## config.mk

```make
export PLATFORM = sky130hd
export DESIGN_NAME = tdm_select_seq
export DESIGN_NICKNAME = d
export VERILOG_FILES = /design/src/rtl/tdm_select_seq.sv
export SDC_FILE = /design/constraint.sdc
export NUM_CORES = 1
export LEC_CHECK = 0
export CAP_MARGIN = 15
export CELL_PAD_IN_SITES_DETAIL_PLACEMENT = 0
export CELL_PAD_IN_SITES_GLOBAL_PLACEMENT = 2
export CORE_MARGIN = 2
export CORE_UTILIZATION = 23
export DETAILED_ROUTE_END_ITERATION = 8
export GPL_TIMING_DRIVEN = 1
export HOLD_SLACK_MARGIN = 0.06
export PLACE_DENSITY = 0.78
export SLEW_MARGIN = 30
export SYNTH_ARGS = -nofsm -noshare
export SYNTH_HDL_FRONTEND = slang
export SYNTH_SLANG_ARGS = --single-unit
```

## constraint.sdc

```tcl
create_clock -name clk_i -period 1.8 [get_ports clk_i]
set_clock_uncertainty 0.2 [all_clocks]
set_input_delay 0.18 -clock clk_i [delete_from_list [all_inputs] [get_ports clk_i]]
set_output_delay 0.18 -clock clk_i [all_outputs]
set_load 0.05 [all_outputs]
```

## src/rtl/tdm_select_seq.sv

```systemverilog
// -----------------------------------------------------------------------------
// tdm_select_seq
//   Time-division select sequencer. Rotates a registered channel select across
//   CHANNELS packed input words, spending DWELL cycles on each, and registers
//   the selected word together with a valid flag and a frame marker.
//
//   Optional feature: define TDM_SKIP_MASK_EN to add skip_mask_i, which removes
//   masked channels from the rotation. Without it every channel is active.
//
//   Ports
//     clk_i          system clock, rising edge
//     rst_i          synchronous active-high reset
//     en_i           run enable (level)
//     din_i          packed channel words, channel k at [k*WIDTH +: WIDTH]
//     skip_mask_i    bit k=1 skips channel k (TDM_SKIP_MASK_EN only)
//     sel_o          current select, also drives the external mux
//     y_o            registered selected word
//     y_valid_o      y_o holds a sample taken while running
//     frame_start_o  y_o is the first sample of a frame
//
//   state   | meaning
//   --------+-----------------------------------------------------------
//   ST_IDLE | stopped, sel=0, y_o held, y_valid_o/frame_start_o low
//   ST_RUN  | sampling din at sel every cycle, advancing on dwell end
// -----------------------------------------------------------------------------
module tdm_select_seq #(
    parameter int WIDTH    = 8,
    parameter int CHANNELS = 4,
    parameter int DWELL    = 1,
    localparam int SELW    = (CHANNELS > 1) ? $clog2(CHANNELS) : 1
) (
    input  logic                      clk_i,
    input  logic                      rst_i,
    input  logic                      en_i,
    input  logic [CHANNELS*WIDTH-1:0] din_i,
`ifdef TDM_SKIP_MASK_EN
    input  logic [CHANNELS-1:0]       skip_mask_i,
`endif
    output logic [SELW-1:0]           sel_o,
    output logic [WIDTH-1:0]          y_o,
    output logic                      y_valid_o,
    output logic                      frame_start_o
);

    typedef enum logic {
        ST_IDLE = 1'b0,
        ST_RUN  = 1'b1
    } state_t;

    state_t            state_q;
    logic [SELW-1:0]   sel_q;
    logic [7:0]        cnt_q;
    logic [WIDTH-1:0]  y_q;
    logic              y_valid_q;
    logic              frame_start_q;

    logic [CHANNELS-1:0] active;
    logic                any_active;
    logic [SELW-1:0]     first_sel_d;
    logic [SELW-1:0]     next_sel_d;
    logic                next_found;
    logic                last_dwell;
    logic [WIDTH-1:0]    sel_word;

`ifdef TDM_SKIP_MASK_EN
    assign active = ~skip_mask_i;
`else
    assign active = '1;
`endif

    assign any_active = |active;
    assign last_dwell = (cnt_q == 8'(DWELL - 1));
    assign sel_word   = din_i[int'(sel_q)*WIDTH +: WIDTH];

    // Lowest active index; scanning downward lets the lowest hit win.
    always_comb begin
        first_sel_d = '0;
        for (int k = CHANNELS - 1; k >= 0; k--) begin
            if (active[k]) first_sel_d = SELW'(k);
        end
    end

    // Next active index after sel_q in circular order. k=CHANNELS lands back
    // on sel_q itself, so a lone active channel selects itself again.
    always_comb begin
        next_sel_d = sel_q;
        next_found = 1'b0;
        for (int k = 1; k <= CHANNELS; k++) begin
            if (!next_found && active[(int'(sel_q) + k) % CHANNELS]) begin
                next_sel_d = SELW'((int'(sel_q) + k) % CHANNELS);
                next_found = 1'b1;
            end
        end
    end

    always_ff @(posedge clk_i) begin
        if (rst_i) begin
            state_q       <= ST_IDLE;
            sel_q         <= '0;
            cnt_q         <= '0;
            y_q           <= '0;
            y_valid_q     <= 1'b0;
            frame_start_q <= 1'b0;
        end else begin
            case (state_q)
                ST_IDLE: begin
                    y_valid_q     <= 1'b0;
                    frame_start_q <= 1'b0;
                    // Entry is refused while every channel is masked off.
                    if (en_i && any_active) begin
                        state_q <= ST_RUN;
                        sel_q   <= first_sel_d;
                        cnt_q   <= '0;
                    end
                end
                ST_RUN: begin
                    if (!en_i || !any_active) begin
                        // Abandon the current dwell; y_q keeps the last sample.
                        state_q       <= ST_IDLE;
                        sel_q         <= '0;
                        cnt_q         <= '0;
                        y_valid_q     <= 1'b0;
                        frame_start_q <= 1'b0;
                    end else begin
                        y_q           <= sel_word;
                        y_valid_q     <= 1'b1;
                        frame_start_q <= (sel_q == first_sel_d) && (cnt_q == 8'd0);
                        if (last_dwell) begin
                            cnt_q <= '0;
                            sel_q <= next_sel_d;
                        end else begin
                            cnt_q <= cnt_q + 8'd1;
                        end
                    end
                end
                default: begin
                    state_q <= ST_IDLE;
                    sel_q   <= '0;
                    cnt_q   <= '0;
                end
            endcase
        end
    end

    assign sel_o         = sel_q;
    assign y_o           = y_q;
    assign y_valid_o     = y_valid_q;
    assign frame_start_o = frame_start_q;

endmodule

```

# Word-level counts from Yosys, hierarchy flattened
# Index checks and enable logic that the tools add are counted.
# W data, S select, Z words.
[word_totals] memories=0 word_cells=70 input_bits=35 out_inout_bits=12 latchBits=0 mem_bits_ro=0 ramBits=0 reg_bits=21
[op_classes] n_lt_le_gt_ge=4 n_eq_ne=3 n_mux=31 multipliers=0 shifts=1 div=0 n_bitwise=5 n_reduce_logical=15 addsub=5
[op_table] operator="$shiftx A32 B6 Y8" n=1
[op_table] operator="$mux W8" n=3
[op_table] operator="$lt A3 B4 Y1 const B" n=4
[op_table] operator="$pmux W8 S2" n=1
[op_table] operator="$mux W2" n=7
[op_table] operator="$mux W1" n=13
[op_table] operator="$add A8 B1 Y8 const B" n=1
[op_table] operator="$bmux W1 S2" n=4
[op_table] operator="$logic_not A8 Y1" n=1
[op_table] operator="$reduce_or A2 Y1" n=4
[op_table] operator="$ne A6 B2 Y1 const B" n=1
[op_table] operator="$add A2 B1 Y2 const B" n=2
[op_table] operator="$add A2 B2 Y2 const B" n=2
[op_table] operator="$and A1 B1 Y1 const A" n=4
[op_table] operator="$logic_and A1 B1 Y1" n=4
[op_table] operator="$pmux W1 S2" n=2
[op_table] operator="$pmux W2 S2" n=1
[op_table] operator="$logic_not A1 Y1" n=3
[op_table] operator="$ne A3 B2 Y1 const B" n=1
[op_table] operator="$reduce_and A3 Y1" n=1
[op_table] operator="$logic_not A2 Y1" n=1
[op_table] operator="$ne A2 B2 Y1 const B" n=1
[op_table] operator="$reduce_and A2 Y1" n=1
[op_table] operator="$not A1 Y1" n=1

# Logic depth before layout (Yosys ltp)
[logic_depth] depth_word=19 ltp_mapped=6 mapped_depth_nobuf=6

# Least setup slack after synthesis
# OpenSTA, ideal clock, no wires.
[synth_path] path_kind="flip-flop to flip-flop" start="register sel_q[0], in the netlist sel_o[0]" end="register y_q[0], in the netlist y_o[0]" stages_incl_launch_ff=5 setup_slack_ns=-0.133 required_ns=1.468 setup_ns=0.132 t_arrival_ns=1.600 path_buffers=1 synth_period_minus_slack_ns=1.933 path_cell_list="dfxtp_1 > buf_2 > mux4_2 > nand2_1 > a21oi_1"
[synth_between] elab_chain_cells=1
[synth_lines] item="start: declaration" line_no="51" rtl="logic [SELW-1:0] sel_q;"
[synth_lines] item="start signal: assignment" line_no="112" rtl="sel_q <= first_sel_d;"
[synth_lines] item="start signal: assignment" line_no="130" rtl="sel_q <= next_sel_d;"
[synth_lines] item="$shiftx A32 B6 Y8" line_no="73" rtl="assign sel_word = din_i[int'(sel_q)*WIDTH +: WIDTH];"
[synth_lines] item="end signal: assignment" line_no="125" rtl="y_q <= sel_word;"
[synth_lines] item="end: declaration" line_no="53" rtl="logic [WIDTH-1:0] y_q;"
# Every way passes these cells.
# A chain may end at the register's enable or synchronous reset.

# Worst setup path after layout
[layout_path] start="register cnt_q[0]" end="register cnt_q[3]"
[layout_between] elab_chain_cells=4 elab_cells_between_ends=5 cone_classes="add/sub (1); mux (3); reduce/logical (1)"
[layout_lines] item="start: declaration" line_no="52" rtl="logic [7:0] cnt_q;"
[layout_lines] item="start signal: assignment" line_no="132" rtl="cnt_q <= cnt_q + 8'd1;"
[layout_lines] item="$add A8 B1 Y8 or $logic_not A8 Y1 (tied branches)" line_no="132, 72"
[layout_lines] item="$mux W8 (*)" line_no="128" rtl="if (last_dwell) begin"
[layout_lines] item="$mux W8 (*)" line_no="117" rtl="if (!en_i || !any_active) begin"
[layout_lines] item="$pmux W8 S2 (*)" line_no="105" rtl="case (state_q)"
# Every way passes the cells marked *; elsewhere a longest branch is shown, timed or not.

==> run metrics <==
status=finished, final reports clean; Setup crit start kind=flip-flop; Seq/Total Area, Yosys=38.8%; CP required=about 1.8 ns; pre-CTS WS=0.0320 ns; die span in x=72.7 um; antenna cells=0; Yosys reg bits=21; clock period minus worst slack=1.71 ns; Synth area leader=dfxtp_1; HP Class=reg2reg; critical path class=reg2reg; Register Area=423 sq um; worst-case clock buffer depth=2; Setup crit start=cnt_q[0]; DRC=0; Slew @ Worst Pin=0.453 ns; Placer Congestion=0.655; fin crit share=95.1%; Net Count, Synth=~150; HPWL Detailed=2200 um; Mean Syn Cell Area=9.35 sq um; die height=72.7 um; Synth cell types=29; clock-pin slew on the worst setup and hold paths=0.08 ns; vias in the first global route=1045; Final setup viols=0; Max-slew headroom=69.7%; Maximum Capacitance Violations=0; DRT Pass-1 Iters=4; antenna violations before repair=0; Area Growth Syn to Fin=59.3%; crit path DAT=1.70 ns; via/cell ratio=4.74; Crit Path Max Fanout=5; area fraction of the dominant cell type after synthesis=between 30% and 40%; FMAX=584 MHz; multi-input logic area=about 630 sq um; placed cells=217; clk root buf=clkbuf_8; slowest CP cell=dfxtp_2; commonest non-fill, non-tap cells in the layout=34 x clkdlybuf4s50_1, 20 x nand2_1, 19 x dfxtp_1, 17 x buf_4, 15 x a21oi_1; ratio of cells with drive above 1 in the final layout=25.9%; dpl cell area=around 1700 sq um; FP Rows=24; PD cells=562 nW/um^2; via count=1053; TritonCTS clock tree=done; Tot GR Track Use=11.5%; final setup TNS=0 ns; Syn Inst Count=116; Placeable Area=4440 sq um; worst vdd rail ir drop=between 0.0002 and 0.00025 V; clk_lat worst skew=0.26 ns; Pins Over Slew Limit=0; worst hold margin=~0.26 ns; Sink Count=21; Routed WL=2810 um; I/O pin count=47; most common cell after layout, fill and taps aside=clkdlybuf4s50_1; top cells by area, synth=dfxtp_1 39%, mux4_2 17%, a21oi_1 6.9%; Crit. End Element=flip-flop; PortBufs=46; Yosys warning count=0; routed length per instance=around 13 um; Initial Util=24.4%; Leak=between 0.6 and 0.7 nW; # fillers=451; Worst Slack Setup Final=0.0882 ns; CTS buffer count=3; CP cell instances=inv_2 > ha_2 > nor4b_4 > a211oi_4 > buf_6 > a41oi_2 > a31oi_1; nets@finish=209; first-pass GRT wire length=4660 um; Final Hold Viols=0; Syn Std Cell Area=~1100 sq um; CTS H-tree depth=1; pin count of the biggest net entering global routing=16; final antenna-violating net count=0; FF-to-FF Start=cnt_q[0]; fin cells=between 200 and 250; total grt overflow=0; die footprint=5280 sq um; crit-path max cell delay=0.34 ns; Final Cell Area=about 1700 sq um; Min-Delay Startpoint=y_o[7]; 1st-iter DRT viols=26
cell families (layout without fill, tap and decap cells):
family	Yosys count	in the layout	synth area share (%)
AO/OA/AOI/OAI	29	29	16.4
adder cells (fa/ha/maj)	3	3	3.46
buffers and inverters	11	65	4.04
flip-flops	21	21	38.8
multiplexers	9	9	17.5
AND/OR/NAND/NOR	43	43	19.8
path summary, 6_finish.rpt:
| kind | depth (start not counted) | slack [ns] | to |
|---|---|---|---|
| max | 7 | 0.09 | cnt_q[3] |
| min | 2 | 0.26 | y_o[7] |
| max reg2reg | 7 | 0.09 | cnt_q[3] |
| min reg2reg | 2 | 0.26 | y_o[7] |
sequential cells by signal, indices dropped and copies added, names as in the netlist:
signal / cells
cnt_q: 8
frame_start_o: 1
sel_o: 2
state_q: 1
y_o: 8
y_valid_o: 1
metrics by stage:
| stage | total power [W] | util, % |
|---|---|---|
| finish | 0.000971 | 38.9 |
| global route | 0.00102 | 38.9 |
| CTS | 0.000988 | 38.4 |
| detailed placement | 0.000677 | 37.4 |
| global placement | 0.000674 | 37.4 |
| floorplan | 0.000570 | - |
worst max-delay path, delay by kind of cell (launching register included):
family / cells / cell delay (ns)
AO/OA/AOI/OAI: 3 / 0.58
flip-flops: 1 / 0.34
buffers and inverters: 2 / 0.20
adder cells (fa/ha/maj): 1 / 0.18
AND/OR/NAND/NOR: 1 / 0.14
per-layer routing:
layer | share of wire (%) | GRT usage (%) | vias up | wire [um]
met1 | 42 | 13.3 | 472 | 1180
li1 | - | - | 527 | -
met2 | 46 | 18.8 | 48 | 1300
met5 | 0 | 0 | - | 0
met3 | 9.7 | 4.83 | 6 | 272
met4 | 2.1 | 4.53 | 0 | 59
power breakdown:
part	total (W)	leakage (nW)	internal (W)	switching (W)
sequential	0.000483	0.171	0.000474	0.00000944
clock	0.000307	0.0255	0.000154	0.000153
combinational	0.000180	0.442	0.000110	0.0000699
cell usage after synthesis:
cell type	number
o21ai_1	2
a21boi_1	1
or3_1	1
mux4_2	8
inv_1	5
nor3_2	1
dfxtp_1	21
a21oi_1	15
nor4b_4	1
nand4_1	1
a211oi_4	1
ha_1	3
a22oi_1	1
clkbuf_1	4
o2bb2ai_1	1
nand3_1	4
and3_2	1
o21ai_0	3
nand2b_1	1
nand2_1	20
nor2_1	9
a41oi_1	1
and2_1	1
mux2i_1	1
buf_2	2
and2_2	1
a31oi_1	4
and3_1	1
nor2b_1	1
repair_timing:
item | in CTS | in global routing
resized for setup | 0 | 5
setup endpoints to repair | 0 | 1
buffers inserted | 0 | 1
hold buffers | 0 | 0
layout make-up:
class                      instances  area share (%)
clock buffer                       3            2.39
multi-input combinational         84            36.5
timing repair buffer              56            31.5
clock inverter                     1           0.290
inverter                           5            1.09
sequential                        21            24.5
tap                               52            3.77
Power figures use the tool's default switching activity.
